### src/rtl/fetch_pkg.sv
// fetch_pkg: shared front-end widths and the {pc, instr} fetch entry type.
//   PC_W          program-counter width
//   INSTR_W       instruction width
//   fetch_entry_t packed {pc, instr} pair stored by the fetch queue
package fetch_pkg;
   localparam int PC_W    = 64;
   localparam int INSTR_W = 32;

   typedef struct packed {
      logic [PC_W-1:0]    pc;
      logic [INSTR_W-1:0] instr;
   } fetch_entry_t;
endpackage

### src/rtl/fetch_queue.sv
// fetch_queue: decoupling FIFO between the icache and decode, with icache stall and skid margin.
//   clk, rst                     clock, synchronous active-high reset
//   flush                        redirect: drop all entries and the same-cycle fetch
//   in_valid, in_pc, in_instr    icache output word
//   fetch_stall                  stall to icache/PC stage (from registered count only)
//   out_valid, out_pc, out_instr head entry presented to decode
//   out_ready                    decode accepts the head this cycle
//   count                        occupancy
//   overflow                     sticky: a push was dropped because the queue was full
// Optional feature: define FETCH_QUEUE_BYPASS_EN to forward the input straight to the
// output when the queue is empty (zero-cycle latency).
module fetch_queue
   import fetch_pkg::*;
#(
   parameter int DEPTH   = 4,
   parameter int SKID    = 1,
   parameter int PC_W    = fetch_pkg::PC_W,
   parameter int INSTR_W = fetch_pkg::INSTR_W
) (
   input  logic                       clk,
   input  logic                       rst,
   input  logic                       flush,
   input  logic                       in_valid,
   input  logic [PC_W-1:0]            in_pc,
   input  logic [INSTR_W-1:0]         in_instr,
   output logic                       fetch_stall,
   output logic                       out_valid,
   output logic [PC_W-1:0]            out_pc,
   output logic [INSTR_W-1:0]         out_instr,
   input  logic                       out_ready,
   output logic [$clog2(DEPTH):0]     count,
   output logic                       overflow
);
   localparam int PW = $clog2(DEPTH);
   localparam int CW = PW + 1;
   localparam logic [CW-1:0] FULL     = CW'(DEPTH);
   localparam logic [CW-1:0] STALL_AT = CW'(DEPTH - SKID);

   logic [PW-1:0] rd_q, rd_d, wr_q, wr_d;
   logic [CW-1:0] count_q, count_d;
   logic          overflow_q, overflow_d;
   fetch_entry_t  mem_q [DEPTH];
   fetch_entry_t  in_ent, head;
   logic          byp, full, pop, push, wr_en, rd_en;

   always_comb begin
      in_ent = '{pc: in_pc, instr: in_instr};
      full   = count_q == FULL;
`ifdef FETCH_QUEUE_BYPASS_EN
      byp    = count_q == '0 && in_valid && !flush;
`else
      byp    = 1'b0;
`endif
      head      = byp ? in_ent : mem_q[rd_q];
      out_valid = count_q != '0 || byp;
      // Gate the data so an empty queue presents zeros rather than stale storage.
      out_pc    = out_valid ? head.pc : '0;
      out_instr = out_valid ? head.instr : '0;
      pop       = out_valid && out_ready;
      push      = in_valid && (!full || pop);
      // A bypassed word consumed the same cycle never touches storage.
      wr_en     = push && !flush && !(byp && out_ready);
      rd_en     = pop && !flush && !byp;
      rd_d      = rd_en ? rd_q + PW'(1) : rd_q;
      wr_d      = wr_en ? wr_q + PW'(1) : wr_q;
      count_d   = count_q + CW'(wr_en) - CW'(rd_en);
      overflow_d = overflow_q || (in_valid && full && !pop && !flush);
      if (flush) begin
         rd_d    = '0;
         wr_d    = '0;
         count_d = '0;
      end
   end

   always_ff @(posedge clk) begin
      if (rst) begin
         rd_q       <= '0;
         wr_q       <= '0;
         count_q    <= '0;
         overflow_q <= 1'b0;
      end else begin
         rd_q       <= rd_d;
         wr_q       <= wr_d;
         count_q    <= count_d;
         overflow_q <= overflow_d;
      end
   end

   always_ff @(posedge clk) begin
      if (wr_en)
         mem_q[wr_q] <= in_ent;
   end

   assign fetch_stall = count_q >= STALL_AT;
   assign count       = count_q;
   assign overflow    = overflow_q;
endmodule
### config.mk
export PLATFORM = sky130hd
export DESIGN_NAME = fetch_queue
export DESIGN_NICKNAME = d
export VERILOG_FILES = /design/src/rtl/fetch_pkg.sv /design/src/rtl/fetch_queue.sv
export SDC_FILE = /design/constraint.sdc
export NUM_CORES = 1
export LEC_CHECK = 0
export BUFFER_PORTS_ARGS = -buffer_cell sky130_fd_sc_hd__buf_2
export CORE_ASPECT_RATIO = 0.6
export CORE_MARGIN = 2
export CORE_UTILIZATION = 35
export CTS_CLUSTER_DIAMETER = 30
export DETAILED_ROUTE_END_ITERATION = 8
export PLACE_DENSITY_LB_ADDON = 0.1
export SLEW_MARGIN = 20
export SYNTH_ARGS = -nofsm -noshare
export SYNTH_HDL_FRONTEND = slang
export SYNTH_SLANG_ARGS = --single-unit
### constraint.sdc
create_clock -name clk -period 3.2 [get_ports clk]
set_clock_uncertainty 0.2 [all_clocks]
set_input_delay 0.16 -clock clk [delete_from_list [all_inputs] [get_ports clk]]
set_output_delay 0.16 -clock clk [all_outputs]
set_load 0.02 [all_outputs]
==> run summary <==
outcome -> complete, no violations
worst slew pin tran -> 0.933 ns
remaining antenna violation count -> 0
FF+latch count, synth -> 394
per-instance average area after synthesis -> 22.5 sq um
DPL Wire Length -> 20.7 mm
# Post-CTS Setup Buffers -> 0
Power Total -> 13,600 uW
min cycle time layout -> 2.77 ns
Mapped Cells -> 668
Setup crit end -> out_pc[45]
Max rail drop VDD -> 0.370 mV
RSZ-0062 raised after global routing -> no
Skew-Pair Late Insertion Delay -> 0.55 ns
initial cell density of the core -> 35.7%
global route overflow -> 0
type of the worst setup path -> register to output port
Vias/cell -> 4.73
asr flop ratio synth -> 0%
CTS max path bufs -> 3
Yosys top cell area share -> 76.8%
most common cell in the netlist -> edfxtp_1
1st-iter DRT viols -> 433
Worst path depth -> 4
top post-synthesis cells by count -> edfxtp_1, and2_1, mux4_2
RD Place Congestion -> 0.759
CP Capture Type -> output port
Remaining DRCs -> 0
worst hold path class -> input pin to register
CTS tree -> done
final core utilization -> 47.9%
Critical Path Source -> count[1]
NumNets Final -> 1,134
slew margin rel. -> 37.8%
startpoint types -> register
cell type with the highest aggregate area in the netlist -> edfxtp_1
fmax -> 361 MHz
Crit Path Max Fanout -> 50
EDFF count, synth -> 384
# IOs -> 203
cell area after synthesis -> 0.0150 sq mm
Port Buffer Count -> 202
crit path cell chain -> or3_4 -> buf_4 -> and2_1 -> buf_2
Slowest-stage cell, CP -> or3_4
Post-synth top flop -> edfxtp_1
Final Max Slew Viols -> 0
ANT cells -> 0
post-synthesis cell type count -> 29
Post-Route WL -> 34.0 mm
vias in the first global route -> 8,761
Required @ worst endpoint -> 2.84 ns
CTS Root Cell -> clkbuf_16
core box area -> 0.0421 sq mm
fin crit share -> 86.6%
Crit path arrival time -> 2.41 ns
Avg WL per Cell -> 20.6 um
sequential area share after synthesis -> 78.1%
area delta synth->final -> 34.1%
Post-Syn Nets -> 777
# fillers -> 3,548
clock slew at reported path FFs -> 0.05 ns
Hold Fails Final Rpt -> 0
drt pass-1 iters -> 4
Max Cap Violations -> 0
Worst R2R Setup Slack -> 0.73 ns
chip height -> 164 um
num rows -> 58
global-route wire length before repair -> 51.9 mm
Yosys warnings -> 0
die span in x -> 271 um
placed instance count -> 1,425
Sink Count -> 394
H-tree levels -> 3
CP max stage delay -> 0.57 ns
R2R Path Start -> count[1]
top cells by area, synth -> edfxtp_1, mux4_2, and2_1
CP Buf/Inv Count -> 2
Die ar. -> 0.0447 sq mm
routed vias -> 7,796
antenna violations before repair -> 0
largest net degree at the start of global routing -> 51
final setup violation count -> 0
Leak Pwr -> 0.00709 uW
layout cells sized above 1 -> 40.5%
Power Density -> 673 mW/mm^2
setup total negative slack -> 0 ns
reg2reg end -> mem_q[3][18]
Num CTS Buffers -> 67
total track usage -> 15.6%
Final Non-Filler Cells -> 1,648
delay-heaviest family, CP -> simple AND/OR/NAND/NOR gates
worst r2r path cells -> 3
## final cells by class
cell class	count	area, sq um	area share [%]
Timing Repair Buffer	322	2250	11.2
Sequential cell	394	11700	58.3
Tap cell	570	713	3.54
Inverter	7	26.3	0.130
Multi-Input combinational cell	233	3090	15.4
Clock buffer	77	1840	9.14
Clock inverter	45	474	2.35
## repair_timing
action,4_1_cts,5_1_grt
hold endpoints to repair,394,0
hold buffers,101,0
resized for setup,0,0
endpoints found under the setup margin,0,0
## metrics by stage
stage	hold WS (ns)	worst slack, ns	cell area (sq um)
after floorplan	0.0324	0.576	15000
after detailed placement	0.174	0.661	16800
after global routing	0.136	0.199	20100
after CTS	0.117	0.318	20100
after global placement	0.170	0.719	16800
final	0.149	0.430	20100
## how the worst min path moves through the flow
stage / start / endpoint / slack, ns / depth (start not counted)
2_1_floorplan: rst / overflow / 0.03 / 1
3_3_place_gp: in_pc[25] / mem_q[1][57] / 0.17 / 1
3_5_place_dp: in_pc[32] / mem_q[3][64] / 0.17 / 1
4_1_cts: in_instr[8] / mem_q[3][8] / 0.12 / 2
5_1_grt: in_instr[16] / mem_q[1][16] / 0.14 / 2
6_report: in_instr[22] / mem_q[2][22] / 0.15 / 2
## per-layer routing
| metal | global-route usage (%) | vias up | routed length [um] |
|---|---|---|---|
| met5 | 0 | - | 0 |
| met4 | 4.92 | 0 | 704 |
| met3 | 3.91 | 62 | 1690 |
| met2 | 27.0 | 183 | 17100 |
| met1 | 19.5 | 4079 | 14500 |
| li1 | - | 3472 | - |
## registers in the layout, indices dropped and copies added (netlist names), named ones only
register  cells
rd_q          2
overflow      1
count         3
mem_q       384
wr_q          2
## cell usage in the layout, fill, tap and decap left out, drive strengths merged, types with 2 or more instances in the layout
master / Yosys / routed
o21ai: 3 / 3
ha: 7 / 7
nand2: 2 / 2
clkbuf: 16 / 77
clkinv: 0 / 20
buf: 18 / 221
clkinvlp: 0 / 9
and2: 98 / 98
xor2: 2 / 2
dlygate4sd3: 0 / 101
nor3: 4 / 4
edfxtp: 384 / 384
mux4: 96 / 96
nor2: 4 / 4
inv: 7 / 16
bufinv: 0 / 7
dfxtp: 10 / 10
and3: 4 / 4
## cell families (layout without fill, tap and decap cells)
kind of cell | Yosys count | in the layout | share of synthesized area (%)
xor+xnor | 3 | 3 | 0.175
fa+ha+maj | 8 | 8 | 0.716
buf+inv | 41 | 451 | 1.48
mux | 96 | 96 | 14.4
flops | 394 | 394 | 78.1
simple gates | 119 | 119 | 4.86
compound gates | 7 | 7 | 0.291
## worst register-to-register path: stages (launching register included)
cell and delay (ns):
dfxtp_1 0.38, or4b_2 0.78, and3_4 0.48, buf_4 0.38
## power by group
part           switching (uW)  total, uW  internal (uW)  leakage, uW
Clock                    2440       7170           4730      0.00111
Sequential               19.5       5770           5750      0.00357
Combinational             331        614            283      0.00241
Total                    2790      13600          10800      0.00709
(Power assumes the default switching activity.)
